### config.mk
export PLATFORM = sky130hd
export DESIGN_NAME = fetch_sequencer
export DESIGN_NICKNAME = d
export VERILOG_FILES = /design/src/rtl/fetch_pkg.sv /design/src/rtl/return_addr_stack.sv /design/src/rtl/fetch_sequencer.sv
export SDC_FILE = /design/constraint.sdc
export NUM_CORES = 1
export LEC_CHECK = 0
export ABC_AREA = 1
export CORE_AREA = 2 2 123 125
export CTS_BUF_LIST = sky130_fd_sc_hd__clkbuf_16
export CTS_CLUSTER_DIAMETER = 60
export CTS_CLUSTER_SIZE = 20
export DETAILED_ROUTE_END_ITERATION = 6
export DIE_AREA = 0 0 125 127
export GPL_TIMING_DRIVEN = 0
export PLACE_DENSITY = 0.75
export SYNTH_ARGS = -nofsm -noshare
export SYNTH_HDL_FRONTEND = slang
export SYNTH_HIERARCHICAL = 1
export SYNTH_SLANG_ARGS = --single-unit
### constraint.sdc
create_clock -name clock -period 2.3 [get_ports clock]
set_clock_uncertainty 0.2 [all_clocks]
set_input_delay 0.46 -clock clock [delete_from_list [all_inputs] [get_ports clock]]
set_output_delay 0.46 -clock clock [all_outputs]
set_load 0.03 [all_outputs]
### src/rtl/fetch_pkg.sv
// fetch_pkg: shared types and opcode constants for the fetch sequencer
package fetch_pkg;
  typedef logic [15:0] pc_t;
  typedef enum logic [1:0] {RUN, STALL, FAULT} state_t;
  localparam logic [3:0] OP_JMP  = 4'b1100;
  localparam logic [3:0] OP_CALL = 4'b1101;
  localparam logic [3:0] OP_RET  = 4'b1110;
endpackage

### src/rtl/return_addr_stack.sv
// return_addr_stack: circular return-address stack with saturating occupancy count
module return_addr_stack
  import fetch_pkg::*;
#(
  parameter int RAS_DEPTH = 8,
  parameter int RAS_PTR_W = $clog2(RAS_DEPTH)
) (
  input  logic clock,
  input  logic reset,
  input  logic push,
  input  logic pop,
  input  pc_t  push_data,
  output pc_t  pop_data,
  output logic empty,
  output logic full
);
  pc_t mem [RAS_DEPTH];
  logic [RAS_PTR_W-1:0] ptr, top;
  logic [RAS_PTR_W:0] count;
  assign top = ptr - RAS_PTR_W'(1);
  assign pop_data = mem[top];
  assign empty = count == '0;
  assign full = count == (RAS_PTR_W+1)'(RAS_DEPTH);
  // When full, ptr already points at the oldest entry, so a push overwrites it.
  always_ff @(posedge clock)
    if (push) mem[ptr] <= push_data;
  always_ff @(posedge clock) begin
    if (reset) begin
      ptr <= '0;
      count <= '0;
    end else if (push) begin
      ptr <= ptr + RAS_PTR_W'(1);
      count <= full ? count : count + (RAS_PTR_W+1)'(1);
    end else if (pop && !empty) begin
      ptr <= top;
      count <= count - (RAS_PTR_W+1)'(1);
    end
  end
endmodule

### src/rtl/fetch_sequencer.sv
// fetch_sequencer: PC sequencer with JMP/CALL/RET pre-decode, return-address stack and redirects
module fetch_sequencer
  import fetch_pkg::*;
#(
  parameter pc_t RESET_PC = 16'h0000,
  parameter int RAS_DEPTH = 8,
  parameter int RAS_PTR_W = 3
) (
  input  logic        clock,
  input  logic        reset,
  input  logic [15:0] instruction,
  input  logic        stall,
  input  logic        branch_taken,
  input  logic [15:0] branch_target,
  output logic [15:0] address,
  output logic        im_enable,
  output logic        instr_valid,
  output logic        ras_overflow,
  output logic        fault
);
  state_t state, state_nx;
  pc_t pc, pc_nx, pop_data, target;
  logic [3:0] opcode;
  logic active, is_ret, push, pop, ret_fault, empty, full;
  assign opcode = instruction[15:12];
  assign target = {pc[15:12], instruction[11:0]};
  assign active = state != FAULT;
  assign address = pc;
  assign fault = state == FAULT;
  // STALL with stall low behaves as RUN, so the held word is decoded exactly once.
  assign im_enable = active & ~stall & ~reset;
  assign instr_valid = im_enable & ~branch_taken;
  assign is_ret = instr_valid & (opcode == OP_RET);
  assign push = instr_valid & (opcode == OP_CALL);
  assign pop = is_ret & ~empty;
  assign ret_fault = is_ret & empty;
  always_comb begin
    state_nx = state;
    pc_nx = pc;
    if (active) begin
      state_nx = branch_taken ? RUN : stall ? STALL : ret_fault ? FAULT : RUN;
      pc_nx = branch_taken ? branch_target :
              (stall || ret_fault) ? pc :
              (opcode == OP_JMP || push) ? target :
              pop ? pop_data : pc + 16'd1;
    end
  end
  always_ff @(posedge clock) begin
    if (reset) begin
      state <= RUN;
      pc <= RESET_PC;
      ras_overflow <= 1'b0;
    end else begin
      state <= state_nx;
      pc <= pc_nx;
      if (push && full) ras_overflow <= 1'b1;
    end
  end
  return_addr_stack #(.RAS_DEPTH(RAS_DEPTH), .RAS_PTR_W(RAS_PTR_W)) u_ras (
    .clock(clock),
    .reset(reset),
    .push(push),
    .pop(pop),
    .push_data(pc + 16'd1),
    .pop_data(pop_data),
    .empty(empty),
    .full(full)
  );
endmodule

# == After elaboration in Yosys (flattened, before gate mapping) ==
# Memory sizes are Yosys's and may differ from the RTL's.
# Index checks and enable logic that the tools add are counted.
# word_totals
ramBits,128
output_inout_bits,20
mem_count,1
input_bits,36
ff_bits,26
word_cells,56
# op_classes
n_mux,14
n_bitwise,11
add_sub_neg,5
reduce_logical,10
eq_ne,9
# memory_table
memory,depth,width,read_ports,rd_clocked_by_memory_dff,wr,line,source
u_ras.mem,8,16,1,0,1,return_addr_stack.sv:17,pc_t mem [RAS_DEPTH];
# ops
op,count
16-bit 2-to-1 mux,4
"16-bit by 1-bit adder with 16-bit output, second input constant",1
"4-bit equality test, second input constant",4
4-bit 2-to-1 mux,3
"2-bit != test, second input constant",4
1-bit AND,7
2-bit 2-to-1 mux,3
3-bit 2-to-1 mux,2
"4-bit by 1-bit adder with 4-bit output, second input constant",1
4-bit zero test,1
1-bit inverter,4
2-bit AND reduction,2
"4-bit by 1-bit subtractor with 4-bit output, second input constant",1
"3-bit by 1-bit adder with 3-bit output, second input constant",1
3-bit AND reduction,1
"3-bit by 1-bit subtractor with 3-bit output, second input constant",1
"2-bit equality test, second input constant",1
1-bit logical AND,2
1-bit logical OR,2
1-bit 2-to-1 mux,2
2-bit nonzero test,1
1-bit zero test,1

# == Logic depth before layout (Yosys ltp) ==
# Gate-level depths: netlist (run 1).
# logic_depth
ltp_word,10
depth_mapped,18
ltp_nobuf,14

# == Modules after synthesis ==
# Netlist (run 1), hierarchy kept.
# by_module_without_submodules
mod,cells_each,n_inst,seq_area_each_um2,area_per_inst_um2
return_addr_stack,507,1,3983.8,5731.7
fetch_sequencer,328,1,380.4,1810.5

# == Worst setup path after synthesis (run 1) ==
# No wires, ideal clock.
# synth_timing
kind,input to register
startpoint,input branch_taken
endpoint,register u_ras.count[3]
t_required_ns,1.989
path_slack_ns,-0.228
setup_ns,0.111
path_stages,12
t_arrival_ns,2.217
n_path_buf,2
cell_sequence,buf_6 -> inv_8 -> nand3_4 -> nor2_1 -> buf_4 -> clkinv_1 -> ha_1 -> or2_2 -> nand3_1 -> nand2_1 -> nor2_1 -> nor2_1
# synth_between
word_cells_on_any_way,10
cone_classes,eq/ne: 1; mux: 1; bitwise: 5; reduce/logical: 3
# synth_lines
item,line,source
start: declaration,fetch_sequencer.sv:13,"input logic branch_taken,"
1-bit inverter (*),fetch_sequencer.sv:32,assign instr_valid = im_enable & ~branch_taken;
1-bit AND (*),fetch_sequencer.sv:32,
1-bit AND (*),fetch_sequencer.sv:34,assign push = instr_valid & (opcode == OP_CALL);
named net push,fetch_sequencer.sv:24,"logic active, is_ret, push, pop, ret_fault, empty, full;"
2-bit != test (no source line) / 2-bit nonzero test (equally long branches),--,
2-bit AND reduction (no source line),--,
end signal: assignment,return_addr_stack.sv:33,count <= full ? count : count + (RAS_PTR_W+1)'(1);
end signal: assignment,return_addr_stack.sv:36,count <= count - (RAS_PTR_W+1)'(1);
end: declaration,return_addr_stack.sv:19,logic [RAS_PTR_W:0] count;
# The timed path passes the listed nets; every way through them passes the cells marked *.
# A chain may end at the register's enable or synchronous reset.

# == Final worst setup path (run 1) ==
# layout_timing
startpoint,register u_ras.ptr[0]
endpoint,"register pc[12], in the netlist address[12]"
# layout_between
elab_chain_cells,6
# layout_rtl
item,line,source
start: declaration,return_addr_stack.sv:18,"logic [RAS_PTR_W-1:0] ptr, top;"
start signal: assignment,return_addr_stack.sv:32,ptr <= ptr + RAS_PTR_W'(1);
start signal: assignment,return_addr_stack.sv:35,ptr <= top;
3-bit by 1-bit subtractor with 3-bit output,return_addr_stack.sv:20,assign top = ptr - RAS_PTR_W'(1);
memory 8 x 16 bit,--,
named net pop_data[12],fetch_sequencer.sv:22,"pc_t pc, pc_nx, pop_data, target;"
16-bit 2-to-1 mux,fetch_sequencer.sv:45,pop ? pop_data : pc + 16'd1;
16-bit 2-to-1 mux,fetch_sequencer.sv:44,(opcode == OP_JMP || push) ? target :
16-bit 2-to-1 mux,fetch_sequencer.sv:43,(stall || ret_fault) ? pc :
16-bit 2-to-1 mux,fetch_sequencer.sv:42,pc_nx = branch_taken ? branch_target :
end signal: assignment,fetch_sequencer.sv:55,pc <= pc_nx;
end: declaration,fetch_sequencer.sv:22,
# The timed path passes the listed nets, and every way through them passes these cells. The select of a mux whose other input is x is not followed.

==> results of run 1 <==
metrics by stage:
step / utilization / power [mW] / area [sq um] / cells
after floorplan: - / 3.45 / 7550 / 835
after global placement: 0.577 / 3.66 / 8320 / 1073
after detailed placement: 0.578 / 3.66 / 8340 / 1074
after CTS: 0.653 / 6.36 / 9430 / 1129
after global routing: 0.661 / 6.55 / 9540 / 1129
final: 0.661 / 6.36 / 9540 / 1129
how the worst max path moves through the flow:
stage                                    from                        end  slack [ns]  depth (start not counted)
CTS                 u_ras/ptr[0]$_SDFFE_PP0P_    address[1]$_SDFFE_PP0P_       0.001                         15
finish              u_ras/ptr[0]$_SDFFE_PP0P_   address[12]$_SDFFE_PP0P_       -0.02                         16
global route        u_ras/ptr[0]$_SDFFE_PP0P_    address[1]$_SDFFE_PP0P_       -0.12                         15
detailed placement                      reset  u_ras/mem[4][2]$_DFFE_PP_       -1.42                          7
floorplan                        branch_taken  u_ras/mem[1][0]$_DFFE_PP_       -0.19                          7
global placement                        reset  u_ras/mem[1][4]$_DFFE_PP_       -1.50                          7
per-layer routing:
layer	part of all wire	wire length (um)	global-route usage	vias to the layer above
met1	0.41	7660	0.309	2696
met4	0.028	522	0.0922	0
li1	-	-	-	2941
met5	0	0	0	-
met3	0.076	1440	0.0469	42
met2	0.49	9250	0.419	278
power by group through the flow:
| stage | clock [mW] | sequential [mW] | combinational [mW] |
|---|---|---|---|
| after floorplan | 0 | 3.21 | 0.242 |
| after global placement | 0 | 3.17 | 0.485 |
| after detailed placement | 0 | 3.17 | 0.492 |
| after CTS | 2.74 | 3.11 | 0.509 |
| after global routing | 2.86 | 3.11 | 0.579 |
| final | 2.72 | 3.11 | 0.524 |
area by class of cell:
type                            count  area (sq um)  area share
Clock buffer                       17           425      0.0446
Multi-Input combinational cell    561          2810       0.295
Tap cell                          184           230      0.0241
Inverter                           85           358      0.0375
Clock inverter                     15           153      0.0160
Sequential cell                   154          4370       0.458
Timing Repair Buffer               79           841      0.0882
Buffer                             34           345      0.0362
flip-flops by register name, indices dropped and copies added (netlist names):
name          cells
address          16
u_ras/count       4
state             2
u_ras/ptr         3
u_ras/mem       128
ras_overflow      1
what timing repair did:
action,4_1_cts,5_1_grt
gates cloned,1,0
resized for setup,68,70
pin swaps,26,41
endpoints found under the setup margin,152,149
buffers inserted,23,0
critical path, stage by stage, from the launching register on:
cell       delay [ns]
dfxtp_4          0.40
inv_8            0.04
buf_8            0.11
ha_4             0.22
buf_12           0.15
clkbuf_16        0.17
nor2_2           0.15
o21ai_1          0.10
nand2_1          0.09
inv_1            0.06
o21ai_2          0.13
inv_1            0.06
nand3_1          0.07
nand3_1          0.07
nor2_1           0.11
nor2_1           0.05
nor2_1           0.08
placed cells by master, fill, tap and decap left out, types with 4 or more instances in the layout:
cell type / synthesis / final
buf_2: 8 / 5
a21oi_2: 0 / 7
nand4_1: 6 / 6
nand3_1: 35 / 29
clkbuf_16: 0 / 19
inv_6: 0 / 5
edfxtp_1: 128 / 128
clkbuf_2: 1 / 4
o21ai_0: 87 / 67
nand2_2: 5 / 8
nand3b_1: 4 / 4
inv_1: 80 / 68
o21ai_1: 9 / 26
buf_4: 2 / 18
inv_8: 1 / 7
clkbuf_1: 12 / 6
buf_12: 1 / 10
xor2_1: 4 / 4
clkdlybuf4s50_1: 0 / 48
o21ai_2: 15 / 17
nor2_1: 192 / 173
nor2_2: 1 / 8
nand3_2: 4 / 10
nor2_4: 3 / 15
buf_6: 10 / 13
dfxtp_1: 26 / 24
a21oi_1: 19 / 12
inv_2: 2 / 12
nand2_1: 160 / 157
logic make-up after synthesis:
family | count (synthesis) | share of synthesized area
and+or+nand+nor | 418 | 0.231
AOI/OAI and AO/OA | 131 | 0.0959
adders and majority gates | 6 | 0.0109
DFF | 154 | 0.579
xor gates and xnor gates | 6 | 0.00697
buffers and inverters | 120 | 0.0768
==> results.sh, run 1 <==
export IMPL_status="finished with violations"
export IMPL_violations="design-rule violations, negative setup slack"
export IMPL_seq_area_frac_synth=0.579
export IMPL_grt_max_degree=17
export IMPL_hold_path_cell_count=2
export IMPL_vias_per_cell=5.28
export IMPL_syn_num_nets=877
export IMPL_required_ns=2.46
export IMPL_grt_pass1_wl_um=30100
export IMPL_die_w_um=125
export IMPL_root_buffer="clkbuf_16"
export IMPL_hold_class="primary input to register"
export IMPL_holdBufCountCts=0
export IMPL_power_density_nw_per_um2=667
export IMPL_nNetsFinal=974
export IMPL_die_h_um=127
export IMPL_grt_pass1_vias=5795
export IMPL_synthTopCellsByCount="nor2_1, nand2_1, edfxtp_1"
export IMPL_syn_inst=835
export IMPL_yosysMostFrequentCell="nor2_1"
export IMPL_core_area_sq_um=14400
export IMPL_avgSynthCellArea_sq_um=9.03
export IMPL_leakagePower_nw=3.88
export IMPL_hpwl_um=12500
export IMPL_ys_warn_count=6
export IMPL_grt_use_total=0.244
export IMPL_antenna_found_initial=0
export IMPL_grt_overflow_total=0
export IMPL_worst_slack_ns=-0.0172
export IMPL_synth_seq_cells=154
export IMPL_synth_cell_types=37
export IMPL_layout_drive_gt1_share=0.189
export IMPL_antenna_left=0
export IMPL_rows=44
export IMPL_cts_htree_levels=4
export IMPL_syn_area_sq_um=7540
export IMPL_ios=56
export IMPL_cts_buffers=17
export IMPL_synthArstFlopShare=0
export IMPL_drt_initial_drc_count=669
export IMPL_worstPathArrival_ns=2.48
export IMPL_cts_tree="yes"
export IMPL_hold_slack_ns=0.173
export IMPL_wl_per_cell_um=16.7
export IMPL_holdPathEnd="u_ras/ptr[0]$_SDFFE_PP0P_"
export IMPL_path_clk_slew_ns=0.06
export IMPL_comb_power_share=0.082
export IMPL_cts_buffer_depth=2
export IMPL_setup_viol=2
export IMPL_die_area_sq_um=15900
export IMPL_vdd_ir_drop_max_v=0.000466
export IMPL_reg2regPathDepth=16
export IMPL_cap_violations=0
export IMPL_cp_end_kind="register"
export IMPL_timing_slew_headroom=0.519
export IMPL_power_frac_clock=0.428
export IMPL_initial_core_util=0.523
export IMPL_finalCriticalPeriod_ns=2.32
export IMPL_fin_crit_sh=1.01
export IMPL_hold_viol=0
export IMPL_swShare=0.244
export IMPL_worstHoldStart="reset"
export IMPL_ys_dominant_reg_cell="edfxtp_1"
export IMPL_fin_setup_tns_ns=-0.0257
export IMPL_p_switching_mw=1.55
export IMPL_power_frac_seq=0.489
export IMPL_rsz0062_at_grt="yes"
export IMPL_startpoint_type="register"
export IMPL_numPortBuffers=54
export IMPL_critical_path_max_fanout=10
export IMPL_clock_fmax_ghz=0.432
export IMPL_numClockSinks=154
export IMPL_insertion_delay_ns=0.43
export IMPL_synth_top_area_share=0.510
export IMPL_place_worst_setup_slack_ns=-1.42
export IMPL_critical_path_class="register to register"
export IMPL_synth_area_leaders="edfxtp_1, nor2_1, nand2_1"
export IMPL_synth_area_leader_cell="edfxtp_1"
export IMPL_first_pass_iters=7
export IMPL_r2r_start="u_ras/ptr[0]$_SDFFE_PP0P_"
export IMPL_intPower_mw=4.81
export IMPL_n_antenna_cell=0
export IMPL_reg2reg_to="address[12]$_SDFFE_PP0P_"
export IMPL_place_congestion=0.894
export IMPL_routed_wl_um=18900
export IMPL_fill_cells=1127
export IMPL_synth_enable_flop_cells=128
export IMPL_synthToLayoutAreaGrowth_pct=26.4
export IMPL_tightest_slew_ns=0.719
export IMPL_drc=1
export IMPL_slew_viol_final=0
export IMPL_num_vias=5957
export IMPL_r2r_slack_ns=-0.02
Power figures use the tool's default switching activity.
==> run 2, diff against run 1 <==
--- a/config.mk
+++ b/config.mk
@@ -6,14 +6,13 @@
 export NUM_CORES = 1
 export LEC_CHECK = 0
 export ABC_AREA = 1
-export CORE_AREA = 2 2 123 125
+export CORE_AREA = 2 2 150 152
 export CTS_BUF_LIST = sky130_fd_sc_hd__clkbuf_16
 export CTS_CLUSTER_DIAMETER = 60
 export CTS_CLUSTER_SIZE = 20
 export DETAILED_ROUTE_END_ITERATION = 6
-export DIE_AREA = 0 0 125 127
+export DIE_AREA = 0 0 152 154
 export GPL_TIMING_DRIVEN = 0
-export PLACE_DENSITY = 0.75
 export SYNTH_ARGS = -nofsm -noshare
 export SYNTH_HDL_FRONTEND = slang
 export SYNTH_HIERARCHICAL = 1
==> run 2 against run 1 <==
Compared with the run above:
- the flow now finishes without violations
- first-iteration DRC count decreased by 42%
- global-route usage decreased by 8.0 points
- sequential share of layout area decreased by 1.3 points
- critical endpoint is now address[7]
- highest routed layer unchanged
==> results.sh, run 2 (synthesized netlist as in run 1, its figures left out) <==
export IMPL_setup_viol=0
export IMPL_hpwl_um=13300
export IMPL_fin_cells=1233
export IMPL_finalCriticalPeriod_ns=2.23
export IMPL_startpoint_type="register"
export IMPL_cts_htree_levels=4
export IMPL_placed_cell_area_sq_um=8480
export IMPL_crit_buf_inv=1
export IMPL_drt_initial_drc_count=385
export IMPL_numPlacedInstances=1171
export IMPL_regMostFlops="u_ras/mem"
export IMPL_cp_startpoint="address[7]$_SDFFE_PP0P_"
export IMPL_place_congestion=0.815
export IMPL_critPathTopFamily="buffers and inverters"
export IMPL_root_buffer="clkbuf_16"
export IMPL_cp_end_kind="primary output"
export IMPL_ios=56
export IMPL_initial_core_util=0.348
export IMPL_critical_path_max_fanout=6
export IMPL_cts_tree="yes"
export IMPL_leakagePower_nw=4.06
export IMPL_grt_pass1_vias=5690
export IMPL_numPortBuffers=54
export IMPL_fill_cells=2053
export IMPL_grt_use_total=0.164
export IMPL_path_depth=1
export IMPL_fin_util=0.452
export IMPL_core_area_sq_um=21700
export IMPL_fin_crit_sh=0.970
export IMPL_fin_area_sq_um=9810
export IMPL_die_w_um=152
export IMPL_rows=54
export IMPL_vias_per_cell=4.70
export IMPL_drc=0
export IMPL_clock_fmax_ghz=0.448
export IMPL_grt_overflow_total=0
export IMPL_grt_max_degree=17
export IMPL_timing_slew_headroom=0.463
export IMPL_layout_drive_gt1_share=0.188
export IMPL_slew_viol_final=0
export IMPL_slowest_stage="clkdlybuf4s50_1"
export IMPL_nNetsFinal=983
export IMPL_p_total_mw=6.55
export IMPL_holdBufCountCts=0
export IMPL_num_vias=5790
export IMPL_final_cell_mix="nor2_1, nand2_1, edfxtp_1"
export IMPL_cts_buffers=17
export IMPL_hold_viol=0
export IMPL_r2r_start="u_ras/ptr[0]$_SDFFE_PP0P_"
export IMPL_hold_slack_ns=0.170
export IMPL_die_area_sq_um=23400
export IMPL_path_cells="clkdlybuf4s50_1"
export IMPL_rsz0062_at_grt="yes"
export IMPL_routed_wl_um=19000
export IMPL_hold_class="primary input to register"
export IMPL_synthToLayoutAreaGrowth_pct=30.1
export IMPL_antenna_found_initial=0
export IMPL_critical_path_class="register to primary output"
export IMPL_n_antenna_cell=0
export IMPL_first_pass_iters=5
export IMPL_wl_per_cell_um=15.4
export IMPL_power_density_nw_per_um2=668
export IMPL_die_h_um=154
export IMPL_required_ns=1.64
export IMPL_grt_pass1_wl_um=30000
export IMPL_worstPathArrival_ns=1.57
export IMPL_insertion_delay_ns=0.42
export IMPL_cts_buffer_depth=2
export IMPL_tightest_slew_ns=0.802
export IMPL_cap_violations=0
export IMPL_numClockSinks=154
export IMPL_vdd_ir_drop_max_v=0.000511
export IMPL_path_clk_slew_ns=0.06
export IMPL_status="completed"
export IMPL_antenna_left=0
export IMPL_reg2regPathDepth=16
export IMPL_hold_path_cell_count=3
export IMPL_final_common_cell="nor2_1"
export IMPL_r2r_slack_ns=0.09
export IMPL_largest_register_ffs=128
export IMPL_slowest_delay_ns=0.72
export IMPL_worstHoldStart="stall"
==> run 2: area by class of cell <==
class | count | area (sq um) | area share
clock inverters | 14 | 190 | 0.0194
well taps | 280 | 350 | 0.0357
multi-input cells | 561 | 2810 | 0.286
inverters | 85 | 358 | 0.0365
flip-flops and latches | 154 | 4370 | 0.446
plain buffers | 33 | 344 | 0.0351
clock buffers | 17 | 425 | 0.0434
repair buffers | 89 | 963 | 0.0982
==> run 2: path summary, 6_finish.rpt <==
kind                               end
min              state[0]$_SDFFE_PP0N_
min reg2reg  ras_overflow$_SDFFE_PP0P_
max reg2reg   address[14]$_SDFFE_PP0P_
max                         address[7]
==> run 2: report_power, final <==
| group | total [mW] | leakage, nW | internal [mW] | switching (mW) |
|---|---|---|---|---|
| Clock | 2.91 | 0.316 | 1.89 | 1.02 |
| Combinational | 0.524 | 2.36 | 0.200 | 0.324 |
| Sequential | 3.11 | 1.38 | 3.08 | 0.0389 |
==> run 2: metal layers <==
layer,GRT usage,share of wire
met5,0,0
met1,0.209,0.45
met3,0.0355,0.050
met4,0.0530,0.014
met2,0.277,0.49
==> run 2: metrics by stage <==
step	setup TNS (ns)	worst slack [ns]
after global routing	-0.0528	-0.0342
after floorplan	-23.59	-0.193
after detailed placement	-166.26	-1.49
after global placement	-204.62	-1.60
after CTS	0	0.00220
final	0	0.0700
==> run 2: timing repair <==
| action | 4_1_cts | 5_1_grt |
|---|---|---|
| endpoints found under the setup margin | 153 | 157 |
| buffers inserted | 21 | 10 |
| cloned | 1 | 1 |
| resized for setup | 72 | 64 |
| pin swaps | 26 | 51 |
